--- config.mk ---
export PLATFORM = sky130hd
export DESIGN_NAME = date_down
export DESIGN_NICKNAME = d
export VERILOG_FILES = /design/src/rtl/date_down.sv
export SDC_FILE = /design/constraint.sdc
export NUM_CORES = 1
export LEC_CHECK = 0
export BUFFER_PORTS_ARGS = -buffer_cell sky130_fd_sc_hd__buf_2
export CAP_MARGIN = 20
export CORE_UTILIZATION = 59
export CTS_BUF_LIST = sky130_fd_sc_hd__clkbuf_8
export CTS_CLUSTER_SIZE = 40
export DETAILED_ROUTE_END_ITERATION = 10
export PLACE_DENSITY = 0.95
export SYNTH_ARGS = -nofsm -noshare
export SYNTH_HDL_FRONTEND = slang
export SYNTH_SLANG_ARGS = --single-unit
--- constraint.sdc ---
create_clock -name clk -period 3.52 [get_ports clk]
set_input_delay 0.352 -clock clk [delete_from_list [all_inputs] [get_ports clk]]
set_output_delay 0.352 -clock clk [all_outputs]
set_load 0.05 [all_outputs]
--- src/rtl/date_down.sv ---
// BCD month/day calendar down-counter with validated synchronous load.
// Wraps 01/01 -> 12/31 and flags the wrap on bout.
module date_down #(
  parameter int unsigned FEB_DAYS = 28
) (
  input  logic       clk,
  input  logic       rst_n,
  input  logic       en,
  input  logic       load,
  input  logic [3:0] set_month1,
  input  logic [3:0] set_month0,
  input  logic [3:0] set_day1,
  input  logic [3:0] set_day0,
  output logic [3:0] month1,
  output logic [3:0] month0,
  output logic [3:0] day1,
  output logic [3:0] day0,
  output logic       bout,
  output logic       load_err
);

  localparam logic [3:0] FEB_ONES = 4'(FEB_DAYS - 20);

  logic [3:0] m1_q, m0_q, d1_q, d0_q;
  logic [3:0] m1_n, m0_n, d1_n, d0_n;
  logic       bout_q, bout_n;
  logic       err_q, err_n;

  // Last day of a month, already in BCD {tens, ones}.
  function automatic logic [7:0] last_day(
    input logic [3:0] t,
    input logic [3:0] o
  );
    unique case ({t, o})
      8'h01, 8'h03, 8'h05, 8'h07,
      8'h08, 8'h10, 8'h12: last_day = 8'h31;
      8'h02:               last_day = {4'd2, FEB_ONES};
      default:             last_day = 8'h30;
    endcase
  endfunction

  logic       dig_ok;
  logic       mon_ok;
  logic       day_ok;
  logic       set_ok;
  logic [7:0] set_last;
  logic [7:0] set_day;

  assign dig_ok = (set_month1 <= 4'd9)
               && (set_month0 <= 4'd9)
               && (set_day1 <= 4'd9)
               && (set_day0 <= 4'd9);

  assign mon_ok = ((set_month1 == 4'd0)
                   && (set_month0 != 4'd0))
               || ((set_month1 == 4'd1)
                   && (set_month0 <= 4'd2));

  assign set_last = last_day(set_month1, set_month0);
  assign set_day  = {set_day1, set_day0};

  // With legal digits, BCD order equals numeric order.
  assign day_ok = (set_day != 8'h00)
               && (set_day <= set_last);

  assign set_ok = dig_ok && mon_ok && day_ok;

  logic       day_is_01;
  logic       mon_is_01;
  logic [3:0] pm1, pm0;
  logic [7:0] prev_last;

  assign day_is_01 = (d1_q == 4'd0) && (d0_q == 4'd1);
  assign mon_is_01 = (m1_q == 4'd0) && (m0_q == 4'd1);

  // Month borrow: 10 -> 09, otherwise ones digit drops.
  assign pm1 = (m0_q == 4'd0) ? 4'd0 : m1_q;
  assign pm0 = (m0_q == 4'd0) ? 4'd9 : m0_q - 4'd1;

  assign prev_last = last_day(pm1, pm0);

  always_comb begin
    m1_n   = m1_q;
    m0_n   = m0_q;
    d1_n   = d1_q;
    d0_n   = d0_q;
    bout_n = 1'b0;
    err_n  = 1'b0;
    if (load) begin
      if (set_ok) begin
        m1_n = set_month1;
        m0_n = set_month0;
        d1_n = set_day1;
        d0_n = set_day0;
      end else begin
        err_n = 1'b1;
      end
    end else if (en) begin
      unique case (1'b1)
        day_is_01 && mon_is_01: begin
          m1_n   = 4'd1;
          m0_n   = 4'd2;
          d1_n   = 4'd3;
          d0_n   = 4'd1;
          bout_n = 1'b1;
        end
        day_is_01 && !mon_is_01: begin
          m1_n = pm1;
          m0_n = pm0;
          d1_n = prev_last[7:4];
          d0_n = prev_last[3:0];
        end
        !day_is_01 && (d0_q != 4'd0): begin
          d0_n = d0_q - 4'd1;
        end
        d0_q == 4'd0: begin
          d1_n = d1_q - 4'd1;
          d0_n = 4'd9;
        end
      endcase
    end
  end

  always_ff @(posedge clk or negedge rst_n) begin
    if (!rst_n) begin
      m1_q   <= 4'd0;
      m0_q   <= 4'd1;
      d1_q   <= 4'd0;
      d0_q   <= 4'd1;
      bout_q <= 1'b0;
      err_q  <= 1'b0;
    end else begin
      m1_q   <= m1_n;
      m0_q   <= m0_n;
      d1_q   <= d1_n;
      d0_q   <= d0_n;
      bout_q <= bout_n;
      err_q  <= err_n;
    end
  end

  assign month1   = m1_q;
  assign month0   = m0_q;
  assign day1     = d1_q;
  assign day0     = d0_q;
  assign bout     = bout_q;
  assign load_err = err_q;

endmodule

---- Yosys cells after proc, flatten, opt, wreduce, memory -nomap -nowiden ----
Memory sizes are Yosys's and may differ from the RTL's.
Cells that the tools add are included.
operators by class
  add/subtract/negate cells ............... 3
  $lt $le $gt $ge ......................... 6
  eq/ne operators ......................... 4
  mux-type cells .......................... 25
  reduce and logical (&&, ||, !) cells .... 32
operators by type and width
  operator               count
  $mux W4                14
  $logic_not A4 Y1       5
  $le A4 B4 Y1 const B   4
  $mux W8                2
  $pmux W4 S2            2
  $pmux W4 S4            1
  $logic_and A1 B1 Y1    13
  $eq A4 B1 Y1 const B   3
  $pmux W4 S3            1
  $reduce_bool A4 Y1     3
  $sub A4 B1 Y4 const B  3
  $le A8 B8 Y1           1
  $reduce_bool A8 Y1     1
  $logic_not A3 Y1       2
  $reduce_and A3 Y1      2
  $mux W1                5
  $le A4 B2 Y1 const B   1
  $reduce_bool A3 Y1     1
  $logic_not A1 Y1       2
  $ne A2 B1 Y1 const B   1
  $reduce_and A2 Y1      1
  $reduce_bool A2 Y1     1
  $logic_or A1 B1 Y1     1
word-level totals
  flip-flop bits (word level) ............. 18
  ROM bits ................................ 192
  input bits .............................. 20
  output and inout bits ................... 18
  word-level logic and storage cells ...... 78
  memories kept ........................... 2
memory list
  name             depth  bits a word  rd ports  clocked after Yosys merged registers in  write ports  line  source
  (no name shown)  32     3            1         0                                        0            34    unique case ({t, o})
  (no name shown)  32     3            1         0                                        0            34

---- Longest topological paths before layout ----
Gate-level depths: netlist (run 1).
  depth in word-level cells ............... 8
  depth in mapped cells ................... 10
  mapped depth without buffers ............ 10

---- Worst setup path after synthesis (run 1) ----
No wires, ideal clock.
  path kind ............................... input-to-reg
  start ................................... in set_month0[2]
  end ..................................... reg d1_q[1] (netlist: day1[1])
  setup time .............................. 0.125 ns
  arrival ................................. 2.423 ns
  required time ........................... 3.395 ns
  setup slack ............................. 0.972 ns
  cell stages on the path ................. 9
  buffers on the path ..................... 0
  cell sequence ........................... or3_4 > nor2_1 > nand3_1 > ha_1 > o21a_1 > o21ai_0 > o32a_4 > a22oi_4 > mux2_4
on the way
  longest elaborated chain between the ends .. 8
  elaborated cells on any way between the ends .. 17
  those cells by class .................... 3 x order compare; 1 x eq/ne; 1 x mux; 11 x reduce/logical; 1 x memory
RTL lines
  element                                               line  source
  start: declaration                                    11    input logic [3:0] set_month0,
  branches (longest 5 deep; another with $le A8 B8 Y1)  n/a
  $logic_and A1 B1 Y1 (*)                               66    assign set_ok = dig_ok && mon_ok && day_ok;
  $ne A2 B1 Y1 (no line) (*)                            n/a
  $reduce_and A3 Y1 (no line) (*)                       n/a
  end signal: assignment                                135   d1_q <= d1_n;
  end: declaration                                      24    logic [3:0] m1_q, m0_q, d1_q, d0_q;
Mark *: on every way between the ends.
A chain may end at the register's enable or synchronous reset.

---- Worst setup path after layout (run 1) ----
  start ................................... in set_month0[2]
  end ..................................... reg m1_q[0] (netlist: month1[0])
on the way
  longest elaborated chain between the ends .. 8
  elaborated cells on any way between the ends .. 17
  those cells by class .................... 3 x order compare; 1 x eq/ne; 1 x mux; 11 x reduce/logical; 1 x memory
RTL lines
  element                                               line  source
  branches (longest 5 deep; another with $le A8 B8 Y1)  n/a
  $logic_and A1 B1 Y1 (*)                               66
  $ne A2 B1 Y1 (no line) (*)                            n/a
  $reduce_and A3 Y1 (no line) (*)                       n/a
  end signal: assignment                                133   m1_q <= m1_n;
  end: declaration                                      24
Marked as above.

==> impl_metrics.env, run 1 <==
export IMPL_holdBufCountCts=0
export IMPL_slew_headroom_pct=68.9
export IMPL_avgSynthCellArea_um2=9.06
export IMPL_yosys_register_bits=18
export IMPL_synth_top_area_share_pct=27.1
export IMPL_skew_ns=0.00796
export IMPL_seqPwrFrac_pct=35.5
export IMPL_r2r_start="day0[0]$_DFFE_PN1P_"
export IMPL_clockBufferDepth=2
export IMPL_slew_violations=0
export IMPL_setup_violations_final=0
export IMPL_drcViolationCount=0
export IMPL_yosys_warnings=0
export IMPL_max_freq_ghz=0.375
export IMPL_holdCritPathClass="input pin to async pin"
export IMPL_syn_inst=163
export IMPL_path_class="input pin to flip-flop"
export IMPL_vias_per_cell=6.58
export IMPL_ys_top_cells_by_count="dfrtp_1, nand2_1, nor3_1"
export IMPL_die_h_um=52.0
export IMPL_ys_types=59
export IMPL_ff2ff_setup_slack_ns=1.38
export IMPL_grt_pass1_vias=1373
export IMPL_antenna_found_initial=0
export IMPL_area_delta_synth_final_pct=15.6
export IMPL_ios=38
export IMPL_yosysMostFrequentCell="dfrtp_1"
export IMPL_post_drt_wl_per_cell_um=16.7
export IMPL_wirelength_um=3740
export IMPL_status="completed"
export IMPL_synth_area_leader_cell="dfrtp_1"
export IMPL_vias=1474
export IMPL_gp_congestion=0.900
export IMPL_rr_endpoint="day1[1]$_DFFE_PN0P_"
export IMPL_grt_pass1_wl_um=6090
export IMPL_grt_usage_pct=31.0
export IMPL_start_util_pct=64.9
export IMPL_rows=17
export IMPL_setup_slack_ns=0.852
export IMPL_power_frac_clock_pct=20.4
export IMPL_min_period_over_period_pct=75.8
export IMPL_diodes=0
export IMPL_grt_max_degree=19
export IMPL_post_cts_buffers=0
export IMPL_numCtsBuffers=3
export IMPL_dieArea_um2=2710
export IMPL_portBuffers=37
export IMPL_combPwrFrac_pct=44.2
export IMPL_period_minus_slack_ns=2.67
export IMPL_synth_edf_count=0
export IMPL_synth_area_um2=1480
export IMPL_reg2reg_depth=7
export IMPL_htree_num_levels=1
export IMPL_p_sw_w=0.000385
export IMPL_multi_input_area_um2=948
export IMPL_powerDensity_nw_per_um2=498
export IMPL_root_buffer="clkbuf_8"
export IMPL_area_sequential_um2=453
export IMPL_leakagePower_nw=0.774
export IMPL_core_area_um2=2280
export IMPL_cts_tree="done"
export IMPL_crit_arrival_ns=2.80
export IMPL_synth_main_ff_cell="dfrtp_1"
export IMPL_nFillCells=159
export IMPL_tns_ns=0
export IMPL_overflow=0
export IMPL_worst_slew_pin_transition_ns=0.461
export IMPL_worstPathRequired_ns=3.65
export IMPL_cts_clk_slew_worst_paths_ns=0.07
export IMPL_dpl_hpwl_um=2860
export IMPL_swShare_pct=45.3
export IMPL_final_nets=224
export IMPL_end_kind="flip-flop"
export IMPL_pre_cts_ws_ns=0.612
export IMPL_ctsResizeCount=0
export IMPL_cp_start_kind="input pin"
export IMPL_numClockSinks=18
export IMPL_rsz0062_at_grt="no"
export IMPL_synthArstFlopShare_pct=100
export IMPL_first_pass_iters=5
export IMPL_ir_drop_v=0.000316
export IMPL_cap_viol_max_count=0
export IMPL_clk_latency_ns=0.26
export IMPL_drive_gt1_share_pct=29.6
export IMPL_p_int_w=0.000465
export IMPL_path_max_fanout=8
export IMPL_total_power_w=0.000849
export IMPL_synth_fp_nets=190
export IMPL_yosysSeqAreaShare_pct=30.7
export IMPL_ant_nets=0
export IMPL_synthTopCellsByArea="dfrtp_1, ha_1, nor3_1"
export IMPL_final_hold_violation_count=0
export IMPL_drtIter0Drc=53
export IMPL_fp_dieW_um=52.0
## placed cells by master (no fill, tap or decap), types with 5 or more instances in the layout
cell type	n
ha_1	7
nor2_1	10
a21oi_1	5
buf_2	37
nand2_1	13
nor3_1	12
nand3_1	5
nor4_1	5
dfrtp_1	16
o21ai_0	10
inv_1	8
## flip-flops by register name, summed over array words and instances (netlist names)
name      flops
day0          4
day1          4
month0        4
month1        4
bout          1
load_err      1
## cells by family after synthesis
kind of cell | after synthesis | synth area share (%)
compound gates | 49 | 27.9
xor+xnor | 2 | 1.19
fa+ha+maj | 7 | 5.93
buf+inv | 16 | 5.08
flops | 18 | 30.7
mux | 6 | 4.92
simple gates | 65 | 24.3
## worst max-delay path, cell delays in order
cell     delay [ns]
buf_2          0.13
or3_4          0.42
nor2_1         0.13
nand3_1        0.12
ha_1           0.32
o21a_1         0.17
o21ai_0        0.38
o32a_4         0.34
a21oi_2        0.11
a221o_1        0.33
## worst max path at each step
stage,end,depth (start not counted),from,slack [ns]
after floorplan,day1[1]$_DFFE_PN0P_,9,set_month0[2],0.97
after global placement,day0[1]$_DFFE_PN0P_,10,set_month0[2],0.73
after detailed placement,month1[0]$_DFFE_PN0P_,10,set_month0[2],0.61
after CTS,month1[0]$_DFFE_PN0P_,10,set_month0[2],0.88
after global routing,day0[2]$_DFFE_PN0P_,10,set_month0[2],0.73
final,month1[0]$_DFFE_PN0P_,10,set_month0[2],0.85
## power groups by stage
| stage | clock network, W | logic (W) | registers (W) |
|---|---|---|---|
| global route | 0.000183 | 0.000405 | 0.000307 |
| floorplan | 0 | 0.000158 | 0.000415 |
| global placement | 0 | 0.000360 | 0.000297 |
| finish | 0.000173 | 0.000375 | 0.000301 |
| detailed placement | 0 | 0.000370 | 0.000303 |
| CTS | 0.000171 | 0.000373 | 0.000299 |
## area by class of cell
type,instances,share of cell area [%]
Multi-Input combinational cell,129,55.6
Sequential cell,18,26.5
Timing Repair Buffer,37,10.9
Clock buffer,4,3.23
Tap cell,28,2.05
Inverter,8,1.76
## metal layers
layer,global-route usage [%],part of all wire [%]
met3,3.51,8.5
met5,0,0
met1,38.5,39
met4,15.3,2.9
met2,52.6,49
## per-stage QoR
stage / hold slack [ns] / instances / area, um2 / util [%]
after floorplan: 0.0564 / 163 / 1480 / -
after global placement: 0.297 / 220 / 1650 / 72.6
after detailed placement: 0.306 / 220 / 1650 / 72.6
after CTS: 0.0322 / 224 / 1710 / 75.0
after global routing: 0.0483 / 224 / 1710 / 75.0
final: 0.00977 / 224 / 1710 / 75.0
Note: power is estimated with default switching activity, not from simulation.
==> run 2: changes to the inputs <==
--- a/config.mk
+++ b/config.mk
@@ -5,13 +5,14 @@
 export SDC_FILE = /design/constraint.sdc
 export NUM_CORES = 1
 export LEC_CHECK = 0
+export ABC_AREA = 1
 export BUFFER_PORTS_ARGS = -buffer_cell sky130_fd_sc_hd__buf_2
 export CAP_MARGIN = 20
-export CORE_UTILIZATION = 59
+export CORE_UTILIZATION = 50
 export CTS_BUF_LIST = sky130_fd_sc_hd__clkbuf_8
 export CTS_CLUSTER_SIZE = 40
 export DETAILED_ROUTE_END_ITERATION = 10
-export PLACE_DENSITY = 0.95
+export PLACE_DENSITY = 0.89
 export SYNTH_ARGS = -nofsm -noshare
 export SYNTH_HDL_FRONTEND = slang
 export SYNTH_SLANG_ARGS = --single-unit
==> constraint.sdc (replaced) <==
create_clock -name clk -period 2.1 [get_ports clk]
set_input_delay 0.21 -clock clk [delete_from_list [all_inputs] [get_ports clk]]
set_output_delay 0.21 -clock clk [all_outputs]
set_load 0.05 [all_outputs]
==> impl_metrics.env, run 2 <==
export IMPL_status="finished, violations left"
export IMPL_violations="design-rule violations"
export IMPL_dieArea_um2=3360
export IMPL_post_drt_wl_per_cell_um=12.4
export IMPL_p_int_w=0.000750
export IMPL_core_area_um2=2850
export IMPL_p_sw_w=0.000718
export IMPL_synthTopCellsByArea="dfrtp_1, nand2_1, nand3_1"
export IMPL_synthArstFlopShare_pct=100
export IMPL_combPwrFrac_pct=50.8
export IMPL_slew_violations=0
export IMPL_portBuffers=37
export IMPL_stdcell_area_um2=1810
export IMPL_worst_path_buf_inv=2
export IMPL_cts_clk_slew_worst_paths_ns=0.07
export IMPL_setup_slack_ns=0.265
export IMPL_min_period_over_period_pct=87.4
export IMPL_yosysSeqAreaShare_pct=28.9
export IMPL_final_hold_violation_count=0
export IMPL_end_kind="flip-flop"
export IMPL_yosys_register_bits=18
export IMPL_swShare_pct=48.9
export IMPL_vias_per_cell=5.41
export IMPL_holdCritPathClass="input pin to flip-flop"
export IMPL_synth_edf_count=0
export IMPL_die_h_um=58.0
export IMPL_ys_types=31
export IMPL_slowest_delay_ns=0.32
export IMPL_holdBufCountCts=1
export IMPL_rsz0062_at_grt="no"
export IMPL_path_class="input pin to flip-flop"
export IMPL_htree_num_levels=1
export IMPL_ctsResizeCount=0
export IMPL_nFillCells=264
export IMPL_synth_area_um2=1570
export IMPL_gp_congestion=0.935
export IMPL_vias=1667
export IMPL_grt_pass1_vias=1436
export IMPL_fp_dieW_um=58.0
export IMPL_ios=38
export IMPL_worst_slew_pin_transition_ns=0.413
export IMPL_clk_latency_ns=0.25
export IMPL_seqPwrFrac_pct=32.8
export IMPL_syn_inst=240
export IMPL_final_nets=306
export IMPL_skew_ns=0.00115
export IMPL_drive_gt1_share_pct=21.3
export IMPL_place_area_um2=1760
export IMPL_max_freq_ghz=0.545
export IMPL_synth_area_leader_cell="dfrtp_1"
export IMPL_numCtsBuffers=3
export IMPL_grt_pass1_wl_um=6220
export IMPL_power_frac_clock_pct=16.4
export IMPL_powerDensity_nw_per_um2=810
export IMPL_yosys_warnings=0
export IMPL_ant_nets=0
export IMPL_first_pass_iters=7
export IMPL_diodes=0
export IMPL_grt_max_degree=19
export IMPL_worstPathRequired_ns=2.24
export IMPL_final_cell_mix="nand2_1, buf_2, nand3_1, inv_1, nor2_1"
export IMPL_whs_ns=0.275
export IMPL_path_max_fanout=8
export IMPL_cp_top_family="simple AND/OR/NAND/NOR gates"
export IMPL_root_buffer="clkbuf_8"
export IMPL_tns_ns=0
export IMPL_synth_main_ff_cell="dfrtp_1"
export IMPL_post_cts_buffers=0
export IMPL_antenna_found_initial=0
export IMPL_leakagePower_nw=0.989
export IMPL_dpl_hpwl_um=2960
export IMPL_pre_cts_ws_ns=0.0294
export IMPL_overflow=0
export IMPL_cap_viol_max_count=0
export IMPL_synth_fp_nets=267
export IMPL_final_common_cell="nand2_1"
export IMPL_area_delta_synth_final_pct=15.8
export IMPL_drtIter0Drc=96
export IMPL_crit_path_frequent_cell="nand2_1"
export IMPL_period_minus_slack_ns=1.83
export IMPL_cpMaxStageDelayCell="ha_1"
export IMPL_ir_drop_v=0.000380
export IMPL_numClockSinks=18
export IMPL_start_util_pct=54.9
export IMPL_synth_top_area_share_pct=25.6
export IMPL_slew_headroom_pct=72.5
export IMPL_setup_violations_final=0
export IMPL_crit_arrival_ns=1.98
export IMPL_cp_cell_sequence="buf_2 -> inv_1 -> nand2_1 -> nor2_1 -> nand4_1 -> ha_1 -> nand3_1 -> o21ai_1 -> nand2_1 -> nand2_1 -> nand3_1 -> nand2_2 -> nand3_4 -> nand2_1 -> nand2_1"
export IMPL_drcViolationCount=1
export IMPL_avgSynthCellArea_um2=6.52
export IMPL_wirelength_um=3830
export IMPL_rows=19
export IMPL_grt_usage_pct=23.7
export IMPL_clockBufferDepth=2
export IMPL_yosysMostFrequentCell="nand2_1"
export IMPL_cp_start_kind="input pin"
export IMPL_total_power_w=0.00147
export IMPL_ys_top_cells_by_count="nand2_1, nand3_1, inv_1"
export IMPL_cts_tree="done"
==> run 2: cell types whose count changed in the layout (fill, tap and decap cells not counted), moves of 5 or more <==
| cell | change |
|---|---|
| nand2_1 | +71 |
| nand3_1 | +25 |
| inv_1 | +17 |
| nor3_1 | -11 |
| o21ai_1 | +10 |
| nor2_1 | +9 |
| nor4_1 | -5 |
==> run 2: area by class of cell <==
class                           count  area (um2)  share of cell area [%]
Inverter                           26        97.6                    5.38
Tap cell                           31        38.8                    2.14
Timing Repair Buffer               38         195                    10.8
Clock buffer                        3        41.3                    2.28
Multi-Input combinational cell    192         987                    54.5
Sequential cell                    18         453                    25.0
==> run 2: per-layer routing <==
layer,GRT usage (%),wire [um],part of all wire (%)
met1,34.7,1760,46
met2,37.6,1780,46
met3,0.893,243,6.3
met4,8.16,48,1.3
met5,0,0,0
==> run 2: path summary, 6_finish.rpt <==
kind / start / endpoint / slack [ns] / cells after the start
max in group asynchronous: rst_n / month0[0]$_DFFE_PN1P_ / 1.37 / 2
min in group asynchronous: rst_n / month1[1]$_DFFE_PN0P_ / 0.41 / 2
hold reg to reg: day0[0]$_DFFE_PN1P_ / day0[0]$_DFFE_PN1P_ / 0.50 / 2
setup / recovery: set_month0[0] / month1[3]$_DFFE_PN0P_ / 0.27 / 15
hold / removal: set_day0[2] / day0[2]$_DFFE_PN0P_ / 0.27 / 3
setup reg to reg: day0[0]$_DFFE_PN1P_ / day0[1]$_DFFE_PN0P_ / 0.42 / 7
==> run 2: worst reg2reg max path, stage by stage, from the launching register on <==
cell and delay, ns:
dfstp_2 0.57, inv_1 0.09, ha_1 0.23, nand2_1 0.16, nand3_2 0.20, o21ai_0 0.22
nand2_1 0.07, o21ai_1 0.08
==> run 2: kinds of logic after synthesis <==
kind of cell,share of synthesized area (%)
AOI/OAI and AO/OA,9.51
xor gates and xnor gates,1.68
adders and majority gates,5.60
buffers and inverters,7.99
DFF,28.9
and+or+nand+nor,46.3
==> run 2: power by group through the flow <==
stage | sequential, W | clock [W] | combinational [W]
after global placement | 0.000485 | 0 | 0.000722
after floorplan | 0.000682 | 0 | 0.000367
after CTS | 0.000481 | 0.000243 | 0.000743
after global routing | 0.000491 | 0.000257 | 0.000812
final | 0.000481 | 0.000241 | 0.000746
after detailed placement | 0.000486 | 0 | 0.000734
==> run 2: stage by stage <==
stage / cells / util [%]
4_1_cts: 308 / 63.6
5_1_grt: 308 / 63.6
6_report: 308 / 63.6
3_5_place_dp: 304 / 61.8
2_1_floorplan: 240 / -
3_3_place_gp: 304 / 61.8
